--- config.mk ---
export PLATFORM = sky130hd
export DESIGN_NAME = key_debounce_bank_flat
export DESIGN_NICKNAME = d
export VERILOG_FILES = /design/src/rtl/key_debounce_bank_if.sv /design/src/rtl/key_debounce_bank.sv /design/src/flat_wrapper.sv
export SDC_FILE = /design/constraint.sdc
export NUM_CORES = 1
export LEC_CHECK = 0
export CAP_MARGIN = 30
export CORE_ASPECT_RATIO = 1.1
export CORE_MARGIN = 2
export CORE_UTILIZATION = 57
export CTS_CLUSTER_DIAMETER = 40
export CTS_CLUSTER_SIZE = 12
export DETAILED_ROUTE_END_ITERATION = 10
export PLACE_DENSITY = 0.75
export SLEW_MARGIN = 20
export SYNTH_ARGS = -nofsm -noshare
export SYNTH_HDL_FRONTEND = slang
export SYNTH_SLANG_ARGS = --single-unit
--- constraint.sdc ---
create_clock -name clk -period 2.74 [get_ports clk]
set_clock_uncertainty 0.15 [all_clocks]
set_input_delay 0.411 -clock clk [delete_from_list [all_inputs] [get_ports clk]]
set_output_delay 0.411 -clock clk [all_outputs]
set_load 0.02 [all_outputs]
--- src/rtl/key_debounce_bank_if.sv ---
// -----------------------------------------------------------------------------
// key_debounce_bank_if
//
// Bundles the raw key pins and the conditioned key events that travel between
// the board pins, the debounce bank and the front-panel control logic.
//
// Signals (all N_KEYS wide, one bit per key channel):
//   key_raw      raw asynchronous key pins
//   key_level    debounced pressed state, 1 = pressed
//   key_press    1-cycle pulse on accepted press
//   key_release  1-cycle pulse on accepted release
//   key_long     1-cycle pulse once a press has been held LONG_CYC cycles
//   key_repeat   1-cycle auto-repeat pulse while held after key_long
//
// Modports:
//   master  the debounce bank: reads pins, sources the key events
//   slave   pin side / consumer: drives pins, reads the key events
// -----------------------------------------------------------------------------
interface key_debounce_bank_if #(
    parameter int N_KEYS = 4
);
    logic [N_KEYS-1:0] key_raw;
    logic [N_KEYS-1:0] key_level;
    logic [N_KEYS-1:0] key_press;
    logic [N_KEYS-1:0] key_release;
    logic [N_KEYS-1:0] key_long;
    logic [N_KEYS-1:0] key_repeat;

    modport master (
        input  key_raw,
        output key_level,
        output key_press,
        output key_release,
        output key_long,
        output key_repeat
    );

    modport slave (
        output key_raw,
        input  key_level,
        input  key_press,
        input  key_release,
        input  key_long,
        input  key_repeat
    );
endinterface

--- src/rtl/key_debounce_bank.sv ---
// -----------------------------------------------------------------------------
// key_debounce_bank
//
// Multi-channel push-button conditioner for the clock/stopwatch front panel.
// Every raw key pin is synchronised, normalised to 1 = pressed and debounced.
// Each channel then produces a clean level plus one-cycle press, release,
// long-press and auto-repeat pulses. Channels share nothing but the clock.
//
// Ports:
//   clk    system clock, everything on the rising edge
//   reset  asynchronous, active-low reset
//   keys   key_debounce_bank_if.master: key_raw in, key_level / key_press /
//          key_release / key_long / key_repeat out (N_KEYS bits each)
//
// Timing: a raw change that is stable before edge k is reflected in key_level
// (and the matching press/release pulse) at edge k+2+DEBOUNCE_CYC. key_long
// fires LONG_CYC edges after the key_level rise. key_repeat then fires every
// REPEAT_CYC edges while the key is still held.
// -----------------------------------------------------------------------------
module key_debounce_bank #(
    parameter int N_KEYS       = 4,
    parameter int DEBOUNCE_CYC = 1_000_000,
    parameter int LONG_CYC     = 50_000_000,
    parameter int REPEAT_CYC   = 10_000_000,
    parameter int ACTIVE_LOW   = 1
) (
    input  logic                clk,
    input  logic                reset,
    key_debounce_bank_if.master keys
);

    // LONG_CYC always exceeds DEBOUNCE_CYC, so only long vs. repeat matters.
    localparam int MAX_CYC = (LONG_CYC > REPEAT_CYC) ? LONG_CYC : REPEAT_CYC;
    localparam int CW      = $clog2(MAX_CYC) + 1;

    localparam logic [CW-1:0] DEB_TERM  = CW'(DEBOUNCE_CYC - 1);
    localparam logic [CW-1:0] LONG_TERM = CW'(LONG_CYC - 1);
    // Parking value once key_long has fired with repeat disabled.
    // It can never equal LONG_TERM, so key_long fires only once per press.
    localparam logic [CW-1:0] LONG_SAT  = CW'(LONG_CYC);
    localparam logic [CW-1:0] REP_TERM  = (REPEAT_CYC == 0) ? '0 : CW'(REPEAT_CYC - 1);

    // Pin value of a released key; it also serves as the XOR mask that
    // turns a pin value into "1 = pressed".
    localparam logic [N_KEYS-1:0] RELEASED = (ACTIVE_LOW != 0) ? '1 : '0;

    localparam logic [1:0] ST_IDLE   = 2'd0;
    localparam logic [1:0] ST_HELD   = 2'd1;
    localparam logic [1:0] ST_REPEAT = 2'd2;

    logic [N_KEYS-1:0] sync1;
    logic [N_KEYS-1:0] sync2;
    logic [N_KEYS-1:0] norm_q;
    logic [N_KEYS-1:0] level_q;
    logic [N_KEYS-1:0] press_q;
    logic [N_KEYS-1:0] release_q;
    logic [N_KEYS-1:0] long_q;
    logic [N_KEYS-1:0] repeat_q;
    logic [N_KEYS-1:0] accept;

    logic [CW-1:0] dcnt   [N_KEYS];
    logic [CW-1:0] hcnt   [N_KEYS];
    logic [1:0]    hstate [N_KEYS];

    // Two-flop synchroniser followed by a registered polarity normalisation.
    // The extra normalisation stage sets the accept latency to
    // DEBOUNCE_CYC+2 edges after the pin edge.
    always_ff @(posedge clk or negedge reset) begin
        if (!reset) begin
            sync1  <= RELEASED;
            sync2  <= RELEASED;
            norm_q <= '0;
        end else begin
            sync1  <= keys.key_raw;
            sync2  <= sync1;
            norm_q <= sync2 ^ RELEASED;
        end
    end

    // A channel accepts its new level on the edge where the counter already
    // holds DEBOUNCE_CYC-1 differing cycles and the input still differs.
    always_comb begin
        accept = '0;
        for (int i = 0; i < N_KEYS; i++) begin
            accept[i] = (norm_q[i] != level_q[i]) && (dcnt[i] == DEB_TERM);
        end
    end

    // Debounce counters, level register and press/release pulses. Any cycle
    // that agrees with the current level restarts the window, so a bounce
    // never lets a stale count complete late.
    always_ff @(posedge clk or negedge reset) begin
        if (!reset) begin
            level_q   <= '0;
            press_q   <= '0;
            release_q <= '0;
            for (int i = 0; i < N_KEYS; i++) begin
                dcnt[i] <= '0;
            end
        end else begin
            for (int i = 0; i < N_KEYS; i++) begin
                if (norm_q[i] == level_q[i]) begin
                    dcnt[i] <= '0;
                end else if (accept[i]) begin
                    dcnt[i]    <= '0;
                    level_q[i] <= norm_q[i];
                end else begin
                    dcnt[i] <= dcnt[i] + CW'(1);
                end
                press_q[i]   <= accept[i] & norm_q[i];
                release_q[i] <= accept[i] & ~norm_q[i];
            end
        end
    end

    // Hold FSM per channel. An accepted release wins over everything else,
    // including a long/repeat terminal count landing on the same edge.
    always_ff @(posedge clk or negedge reset) begin
        if (!reset) begin
            long_q   <= '0;
            repeat_q <= '0;
            for (int i = 0; i < N_KEYS; i++) begin
                hcnt[i]   <= '0;
                hstate[i] <= ST_IDLE;
            end
        end else begin
            for (int i = 0; i < N_KEYS; i++) begin
                long_q[i]   <= 1'b0;
                repeat_q[i] <= 1'b0;
                if (accept[i] && !norm_q[i]) begin
                    hstate[i] <= ST_IDLE;
                    hcnt[i]   <= '0;
                end else begin
                    case (hstate[i])
                        ST_IDLE: begin
                            hcnt[i] <= '0;
                            if (accept[i] && norm_q[i]) begin
                                hstate[i] <= ST_HELD;
                            end
                        end
                        ST_HELD: begin
                            if (hcnt[i] == LONG_TERM) begin
                                long_q[i] <= 1'b1;
                                if (REPEAT_CYC != 0) begin
                                    hstate[i] <= ST_REPEAT;
                                    hcnt[i]   <= '0;
                                end else begin
                                    hcnt[i] <= LONG_SAT;
                                end
                            end else if (hcnt[i] != LONG_SAT) begin
                                hcnt[i] <= hcnt[i] + CW'(1);
                            end
                        end
                        ST_REPEAT: begin
                            if (hcnt[i] == REP_TERM) begin
                                repeat_q[i] <= 1'b1;
                                hcnt[i]     <= '0;
                            end else begin
                                hcnt[i] <= hcnt[i] + CW'(1);
                            end
                        end
                        default: begin
                            hstate[i] <= ST_IDLE;
                            hcnt[i]   <= '0;
                        end
                    endcase
                end
            end
        end
    end

    assign keys.key_level   = level_q;
    assign keys.key_press   = press_q;
    assign keys.key_release = release_q;
    assign keys.key_long    = long_q;
    assign keys.key_repeat  = repeat_q;

endmodule

--- src/flat_wrapper.sv ---
// flat-port wrapper written by rule: the top's interface ports become plain ports
module key_debounce_bank_flat 
#(
    parameter int N_KEYS       = 4,
    parameter int DEBOUNCE_CYC = 1_000_000,
    parameter int LONG_CYC     = 50_000_000,
    parameter int REPEAT_CYC   = 10_000_000,
    parameter int ACTIVE_LOW   = 1
)
  (clk, reset, keys_key_raw, keys_key_level, keys_key_press, keys_key_release, keys_key_long, keys_key_repeat);
  key_debounce_bank_if #(.N_KEYS(N_KEYS)) keys_i ();
  input  logic clk;
  input  logic reset;
  input wire logic [$bits(keys_i.key_raw)-1:0] keys_key_raw;
  output wire logic [$bits(keys_i.key_level)-1:0] keys_key_level;
  output wire logic [$bits(keys_i.key_press)-1:0] keys_key_press;
  output wire logic [$bits(keys_i.key_release)-1:0] keys_key_release;
  output wire logic [$bits(keys_i.key_long)-1:0] keys_key_long;
  output wire logic [$bits(keys_i.key_repeat)-1:0] keys_key_repeat;
  assign keys_i.key_raw = keys_key_raw;
  assign keys_key_level = keys_i.key_level;
  assign keys_key_press = keys_i.key_press;
  assign keys_key_release = keys_i.key_release;
  assign keys_key_long = keys_i.key_long;
  assign keys_key_repeat = keys_i.key_repeat;
  key_debounce_bank #(.N_KEYS(N_KEYS), .DEBOUNCE_CYC(DEBOUNCE_CYC), .LONG_CYC(LONG_CYC), .REPEAT_CYC(REPEAT_CYC), .ACTIVE_LOW(ACTIVE_LOW)) u_core (.clk(clk), .reset(reset), .keys(keys_i));
endmodule
# After elaboration in Yosys (flattened, before gate mapping)
# Cells that the tools add are included.
# word_totals
reg_bits	256
input_bits	6
out_inout_bits	20
wordCells	192
# classes
add_sub_neg	8
eq_ne	48
muxes	68
bitwise	17
n_reduce_logical	28
# ops
operator	n
$mux W27	24
$add A27 B1 Y27 const B	8
$pmux W27 S2	4
$eq A27 B20 Y1 const B	4
$eq A27 B24 Y1 const B	4
$eq A27 B26 Y1 const B	4
$ne A27 B26 Y1 const B	4
$mux W1	24
$mux W2	12
$ne A3 B1 Y1 const B	8
$pmux W2 S3	4
$ne A4 B1 Y1 const B	4
$logic_and A1 B1 Y1	12
$reduce_and A3 Y1	4
$and A1 B1 Y1	8
$eq A2 B1 Y1 const B	4
$eq A2 B2 Y1 const B	4
$logic_not A2 Y1	4
$ne A2 B1 Y1 const B	4
$not A1 Y1	8
$reduce_and A2 Y1	4
$eq A1 B1 Y1	4
$logic_not A1 Y1	4
$ne A1 B1 Y1	4
$not A4 Y4	1

# Depth between registers and ports, before layout
# Gate-level depths: netlist (run 1).
# logic_depth
ltp_word	6
mapped_depth	9
ltp_nobuf	7

# Least setup slack after synthesis (run 1)
# No wires, ideal clock.
# synth_timing
kind	reg2reg
from	reg u_core.hcnt[99] in the netlist's numbering
to	reg u_core.hcnt[93] in the netlist's numbering
setup_ns	0.087
t_arrival_ns	2.376
required_time_ns	2.503
setup_slack_ns	0.127
path_stages_with_launch	7
n_path_buf	1
period_less_slack_ns	2.613
cell_sequence	dfrtp_1 -> or4b_1 -> or3_4 -> or3_1 -> or3_4 -> buf_6 -> a211oi_2
# synth_between
elab_chain_len	4
word_cells_on_any_way	8
classes_between	eq/ne (4); mux (4)
# synth_lines
element	line_no	source
start, declared	key_debounce_bank.sv:62	logic [CW-1:0] hcnt [N_KEYS];
start signal, assigned by index	key_debounce_bank.sv:151	hcnt[i] <= hcnt[i] + CW'(1);
start signal, assigned by index	key_debounce_bank.sv:159	hcnt[i] <= hcnt[i] + CW'(1);
$eq A27 B24 Y1 or $eq A27 B26 Y1 (tied branches)	key_debounce_bank.sv:155, key_debounce_bank.sv:142	
$mux W27 (on tied branches)	key_debounce_bank.sv:155, key_debounce_bank.sv:142	
$pmux W27 S2	key_debounce_bank.sv:134	case (hstate[i])
$mux W27	key_debounce_bank.sv:130	if (accept[i] && !norm_q[i]) begin
# Parallel ways exist; a longest one is shown, timed or not.
# A chain may end at the register's enable or synchronous reset.

# Worst setup path after layout (run 1)
# layout_timing
from	reg u_core.hcnt[99] in the netlist's numbering
to	reg u_core.hcnt[94] in the netlist's numbering
# Same word-level chain as after synthesis.

==> results of run 1 <==
cells by family after synthesis:
group,after synthesis,share of synthesized area
muxes,7,0.005651
AOI/OAI and AO/OA,127,0.06216
DFF,256,0.4830
buffers and inverters,111,0.03259
xor gates and xnor gates,195,0.1286
and+or+nand+nor,655,0.2617
adders and majority gates,28,0.02637
metal layers:
metal / wire (µm) / global-route usage / vias to the layer above / part of all wire
met5: 0 / 0 / - / 0
met4: 602 / 0.07143 / 0 / 0.022
met3: 1058 / 0.03639 / 57 / 0.038
met2: 13600 / 0.3876 / 209 / 0.49
met1: 12290 / 0.3128 / 5025 / 0.45
li1: - / - / 5005 / -
final cells by class:
| class | count | share of cell area |
|---|---|---|
| Multi-Input combinational cell | 1012 | 0.4149 |
| Sequential cell | 256 | 0.4124 |
| Clock buffer | 49 | 0.07174 |
| Timing Repair Buffer | 73 | 0.04801 |
| Tap cell | 300 | 0.02413 |
| Clock inverter | 21 | 0.01528 |
| Inverter | 56 | 0.01351 |
report_power, final:
part	internal [µW]	total (µW)	switching, µW
clock	3200	5030	1830
combinational	39.7	152	112
sequential	3810	3830	21.6
worst max path at each step:
stage                                           start  cells past startpoint                          end  slack [ns]
after floorplan           u_core.hcnt[99]$_DFFE_PN0P_                      6  u_core.hcnt[93]$_DFFE_PN0P_        0.13
after global placement    u_core.hcnt[99]$_DFFE_PN0P_                      5  u_core.hcnt[90]$_DFFE_PN0P_        0.04
after detailed placement  u_core.hcnt[99]$_DFFE_PN0P_                      7  u_core.hcnt[95]$_DFFE_PN0P_      -0.007
after CTS                 u_core.hcnt[99]$_DFFE_PN0P_                      7  u_core.hcnt[94]$_DFFE_PN0P_       0.009
after global routing      u_core.hcnt[99]$_DFFE_PN0P_                      7  u_core.hcnt[91]$_DFFE_PN0P_       -0.05
final                     u_core.hcnt[99]$_DFFE_PN0P_                      7  u_core.hcnt[94]$_DFFE_PN0P_        0.02
cell usage after synthesis, types with 5 or more instances:
cell type | n | area, µm²
or3_1 | 11 | 68.82
and3_1 | 29 | 181.4
o31a_1 | 5 | 43.79
nand3_1 | 91 | 455.4
nor2_1 | 160 | 600.6
a211oi_1 | 20 | 150.1
or4_1 | 14 | 105.1
nor3b_1 | 9 | 67.56
buf_2 | 7 | 35.03
dfrtp_1 | 248 | 6206
nand3b_1 | 5 | 37.54
a21oi_1 | 48 | 240.2
nor4bb_1 | 10 | 100.1
nand4_1 | 46 | 287.8
nor4_1 | 50 | 312.8
nand2_1 | 94 | 352.8
dfstp_2 | 8 | 210.2
inv_1 | 56 | 210.2
nor3_1 | 66 | 330.3
nor4b_1 | 14 | 122.6
o21ai_0 | 20 | 100.1
nand4b_1 | 7 | 61.31
xnor2_1 | 118 | 1033
and4_1 | 22 | 192.7
clkbuf_1 | 45 | 168.9
and2_1 | 8 | 50.05
ha_1 | 28 | 350.3
xor2_1 | 77 | 674.4
what timing repair did:
action                                 CTS  global route
cloned                                   2             0
pin swaps                                2             2
hold buffers                             1             0
setup buffers                            2             3
endpoints found under the hold margin  248             0
resized for setup                        3             1
setup endpoints to repair                2            23
metrics by stage:
step	hold WS [ns]	TNS, ns
after detailed placement	0.1064	-0.01414
after global routing	0.1373	-0.4102
after global placement	0.1066	0
final	0.1477	0
after floorplan	-0.03459	0
after CTS	0.1295	0
==> impl_results.md, run 1 <==
- Final hold vios: 0
- Total Power: 9018 µW
- Actual slew at the worst max-slew pin: roughly 0.71 ns
- Flops & latches, synth: 256
- Main synth FF type: dfrtp_1
- # IOs: 26
- Post-synthesis instance area: 0.01329 mm²
- Worst-case clock buffer depth: 3
- Number of enable flip-flop cells after synthesis: 0
- Pwr per Cell Area: 579.7 mW/mm²
- Cts bufs inserted: 38
- Finished Cell Area: between 0.015 and 0.02 mm²
- Vias in the first global route: 10065
- Worst R2R Start: u_core.hcnt[99]$_DFFE_PN0P_
- Die ar.: 0.02455 mm²
- FF+latch area: 0.006416 mm²
- Port Buffers: 25
- WL/cell: approximately 16 µm
- Vias: roughly 10000
- CTS tree: built
- Post-DR vias/cell: 5.827
- Inst Count DP: 1689
- Filler cells: 1785
- Post-Syn Nets: 1413
- Peak VDD IR: 0.4572 mV
- CP Cell Sequence: or4b_4 -> or3_4 -> buf_4 -> o41a_1 -> o211ai_4 -> bufbuf_16 -> a21oi_1
- CTS root buf: clkbuf_16
- Slowest stage cell, crit path: or4b_4
- Largest stage delay on the critical path: between 0.5 and 0.6 ns
- Initial antenna violation count: 0
- Overflow after GRT: 0
- R2R depth: 7
- Layout Nets: 1471
- HPWL after detailed placement: between 15000 and 20000 µm
- Startpoint type of the worst setup path: flop
- Final core utilization: 0.6806
- Reg2reg end: u_core.hcnt[94]$_DFFE_PN0P_
- Min-Delay Path Depth: 1
- Max Cap Viol: 0
- Die Height: ~160 µm
- Synth async-reset ratio: 1.000
- Leakage power: 0.006182 µW
- # DRC: 0
- Synth warn: 0
- Max Transition Viols Final: 0
- Most frequent cells in the layout: 248 x dfrtp_1, 160 x nor2_1, 118 x xnor2_1
- Arr. time, crit path: 2.96 ns
- Starting Density: 0.5812
- Synth Instances: 1379
- Worst path bufs/invs: 2
- Skew-Pair Late Insertion Delay: approximately 0.5 ns
- Critical path capture point type: flop
- Count of different cell masters after synthesis: 62
- Sequential share of the synthesized area: 0.4830
- Fin cells: 1767
- Post-route clock period utilization: 0.9921
- Post-DP Area: 0.01407 mm²
- First-pass GRT wire length: 47600 µm
- H-tree depth: 2
- Fmax: 0.3679 GHz
- Critical Path RT: 2.98 ns
- Reg2reg setup slack: 0.02 ns
- Most common cell after layout, fill and taps aside: dfrtp_1
- CP max FO: 13
- Largest net degree at the start of global routing: 94
- Final WS setup: 0.02170 ns
- Core Rows: 58
- Clock sink total: 256
- Category of the most critical setup path: flop to flop
- Area grow syn2layout: 17.10%
- Area of the multi-input gates: 0.006455 mm²
- Period minus WS final: 2.718 ns
- Reg clk slew, reported paths: roughly 0.050 ns
- Hold EP: u_core.sync1[0]$_DFF_PN1_
- Final setup fails: 0
- ANT nets after route: 0
- 1st-iter DRT viols: 611
- Top Registers: u_core.dcnt x108, u_core.hcnt x108, u_core.hstate x8
- Syn avg cell area: 9.634 µm²
- Slew headroom: 0.5212
- Status: completed
- HP Start: keys_key_raw[0]
- N_diodes: 0
- Total length of routed wires: 27560 µm
- Share of layout cells above drive strength 1: 0.09748
- CORE AREA: between 0.02 and 0.025 mm²
- Die W: 149.6 µm
- Routability congestion estimate: 0.8268
- Pre-CTS setup slack: -0.007414 ns
- Worst min path class: input port to flop
- Unrepaired setup endpoints after global routing: yes
- First-pass detailed-route iteration total: 5
- Overall Global Routing Usage: 0.2319
- Family with the most delay on the worst path: simple AND/OR/NAND/NOR gates
No activity file was read; power rests on OpenSTA's default activity.
==> run 2: changes to the inputs <==
- SETUP_SLACK_MARGIN: not set -> 0.1
==> impl_results.md, run 2 (synthesized netlist as in run 1, its figures left out) <==
- Port Buffers: 25 (unchanged)
- CTS root buf: clkbuf_16 (unchanged)
- Die Height: 164.1 µm (unchanged)
- Overflow after GRT: 0 (unchanged)
- Unrepaired setup endpoints after global routing: yes (unchanged)
- Critical Path RT: 3.03 ns (was 2.98 ns)
- Worst path bufs/invs: 0 (was 2)
- Routability congestion estimate: 0.8268 (unchanged)
- Skew-Pair Late Insertion Delay: 0.52 ns (was 0.51 ns)
- Startpoint type of the worst setup path: flop (unchanged)
- Top cell by count, worst path: or3_4
- Status: completed (unchanged)
- CORE AREA: 0.02286 mm² (unchanged)
- Switching Share: 0.2189 (was 0.2182)
- HP Start: keys_key_raw[0] (unchanged)
- Pwr per Cell Area: 574.6 mW/mm² (was 579.7 mW/mm²)
- ANT nets after route: 0 (unchanged)
- Post-DR vias/cell: 5.860 (was 5.827)
- NetSw: 1976 µW (was 1968 µW)
- Final setup fails: 0 (unchanged)
- Finished Cell Area: 0.01571 mm² (was 0.01556 mm²)
- Filler cells: 1769 (was 1785)
- Fmax: 0.3764 GHz (was 0.3679 GHz)
- Vias: 10373 (was 10296)
- H-tree depth: 2 (unchanged)
- Worst path depth: 5 (was 7)
- Category of the most critical setup path: flop to flop (unchanged)
- Post-DP Area: 0.01407 mm² (unchanged)
- Combinational fraction of design power: 0.017 (about the same)
- CP max FO: 6 (was 13)
- Most common cell after layout, fill and taps aside: dfrtp_1 (unchanged)
- Clock sink total: 256 (unchanged)
- Cts bufs inserted: 38 (unchanged)
- Clock Power Share: 0.559 (was 0.558)
- Max Cap Viol: 0 (unchanged)
- Worst min path class: input port to flop (unchanged)
- Top Registers: u_core.dcnt x108, u_core.hcnt x108, u_core.hstate x8 (unchanged)
- Slew headroom: 0.5265 (was 0.5212)
- Final hold slack: 0.1477 ns (about the same)
- HPWL after detailed placement: 17190 µm (unchanged)
- Final WS setup: 0.08290 ns (was 0.02170 ns)
- CTS tree: built (unchanged)
- Die ar.: 0.02455 mm² (unchanged)
- Max Transition Viols Final: 0 (unchanged)
- Worst-case clock buffer depth: 3 (unchanged)
- 1st-iter DRT viols: 640 (was 611)
- Largest stage delay on the critical path: 0.56 ns (about the same)
- Core Rows: 58 (unchanged)
- Overall Global Routing Usage: 0.2339 (was 0.2319)
- Worst R2R Start: u_core.hcnt[99]$_DFFE_PN0P_ (unchanged)
- Actual slew at the worst max-slew pin: 0.7038 ns (was 0.7117 ns)
- Period minus WS final: 2.657 ns (was 2.718 ns)
- Layout Nets: 1474 (was 1471)
- Initial antenna violation count: 0 (unchanged)
- First-pass detailed-route iteration total: 5 (unchanged)
- # IOs: 26 (unchanged)
- Flop pwr share: 0.425 (about the same)
- Pint: 7051 µW (was 7050 µW)
- First-pass GRT wire length: 47980 µm (was 47600 µm)
- Area of the multi-input gates: 0.006565 mm² (was 0.006455 mm²)
- Hold EP: u_core.sync1[0]$_DFF_PN1_ (unchanged)
- CP Cell Sequence: or4b_4 -> or3_4 -> or3_4 -> or3_4 -> a211oi_2 (was or4b_4 -> or3_4 -> buf_4 -> o41a_1 -> o211ai_4 -> bufbuf_16 -> a21oi_1)
- Reg2reg end: u_core.hcnt[93]$_DFFE_PN0P_ (was u_core.hcnt[94]$_DFFE_PN0P_)
- Family with the most delay on the worst path: simple AND/OR/NAND/NOR gates (unchanged)
- FF+latch area: 0.006416 mm² (unchanged)
- # DRC: 0 (unchanged)
- Vias in the first global route: 10089 (was 10065)
- R2R depth: 5 (was 7)
- Slowest stage cell, crit path: or4b_4 (unchanged)
- Min-Delay Path Depth: 1 (unchanged)
- Leakage power: 0.006188 µW (was 0.006182 µW)
- Post-route clock period utilization: 0.9697 (was 0.9921)
- Area grow syn2layout: 18.25% (was 17.10%)
- Critical path capture point type: flop (unchanged)
- Peak VDD IR: 0.4592 mV (was 0.4572 mV)
- WL/cell: 15.83 µm (was 15.59 µm)
- Reg2reg setup slack: 0.08 ns (was 0.02 ns)
- Starting Density: 0.5812 (unchanged)
- Final hold vios: 0 (unchanged)
- Die W: 149.6 µm (unchanged)
- Share of layout cells above drive strength 1: 0.1136 (was 0.09748)
- Most frequent cells in the layout: 248 x dfrtp_1, 159 x nor2_1, 118 x xnor2_1 (was 248 x dfrtp_1, 160 x nor2_1, 118 x xnor2_1)
- Pre-CTS setup slack: -0.007414 ns (unchanged)
- Largest net degree at the start of global routing: 94 (unchanged)
- Arr. time, crit path: 2.94 ns (was 2.96 ns)
- N_diodes: 0 (unchanged)
- Reg clk slew, reported paths: 0.06 ns (was 0.05 ns)
- Total length of routed wires: 28020 µm (was 27560 µm)
## run 2: cell count changes in the layout (fill, tap and decap cells not counted), sizes merged
| cell | delta |
|---|---|
| buf | +2 |
| or3 | +2 |
| bufbuf | -2 |
| inv | -1 |
| clkbuf | +1 |
| clkinvlp | +1 |
## run 2: area by class of cell
cell class | count | share of cell area
multi-input combinational | 1014 | 0.4179
clock buffer | 49 | 0.07104
timing repair buffer | 74 | 0.05002
inverter | 56 | 0.01362
tap | 300 | 0.02389
clock inverter | 21 | 0.01513
sequential | 256 | 0.4084
## run 2: what timing repair did
item                                   in CTS  in global routing
pin swaps                                   4                  5
setup endpoints to repair                  28                 52
hold buffers                                1                  0
endpoints found under the hold margin     248                  0
gates cloned                                4                  1
gates resized for setup                    10                 26
setup buffers                               3                  2
## run 2: metal layers
| layer | track usage | share of wire | vias to the layer above |
|---|---|---|---|
| li1 | - | - | 5013 |
| met4 | 0.07403 | 0.023 | 0 |
| met5 | 0 | 0 | - |
| met1 | 0.3190 | 0.45 | 5096 |
| met2 | 0.3876 | 0.49 | 203 |
| met3 | 0.03472 | 0.038 | 61 |
## run 2: worst max path at each step
stage / from / slack (ns) / end
final: u_core.hcnt[99]$_DFFE_PN0P_ / 0.08 / u_core.hcnt[93]$_DFFE_PN0P_
after global routing: u_core.hcnt[99]$_DFFE_PN0P_ / 0.02 / u_core.hcnt[91]$_DFFE_PN0P_
after CTS: u_core.hcnt[99]$_DFFE_PN0P_ / 0.09 / u_core.hcnt[94]$_DFFE_PN0P_
after detailed placement: u_core.hcnt[99]$_DFFE_PN0P_ / -0.007 / u_core.hcnt[95]$_DFFE_PN0P_
after global placement: u_core.hcnt[99]$_DFFE_PN0P_ / 0.04 / u_core.hcnt[90]$_DFFE_PN0P_
after floorplan: u_core.hcnt[99]$_DFFE_PN0P_ / 0.13 / u_core.hcnt[93]$_DFFE_PN0P_
## run 2: metrics by stage
step | util | total power, µW | TNS, ns | std cells
2_1_floorplan | - | 3941 | 0 | 1379
3_3_place_gp | 0.6154 | 4052 | 0 | 1689
3_5_place_dp | 0.6154 | 4055 | -0.01414 | 1689
4_1_cts | 0.6811 | 9125 | 0 | 1767
5_1_grt | 0.6872 | 9300 | 0 | 1770
6_report | 0.6872 | 9027 | 0 | 1770
## run 2: worst register-to-register path, stage by stage (launching register included)
cell and delay (ns):
dfrtp_1 0.39, or4b_4 0.56, or3_4 0.39, or3_4 0.40
or3_4 0.46, a211oi_2 0.23
## run 2: power by group through the flow
| stage | clock [µW] | combinational [µW] | sequential, µW |
|---|---|---|---|
| after floorplan | 0 | 46.2 | 3890 |
| after detailed placement | 0 | 156 | 3900 |
| after global routing | 5290 | 177 | 3830 |
| final | 5040 | 152 | 3830 |
| after global placement | 0 | 154 | 3900 |
| after CTS | 5130 | 159 | 3830 |
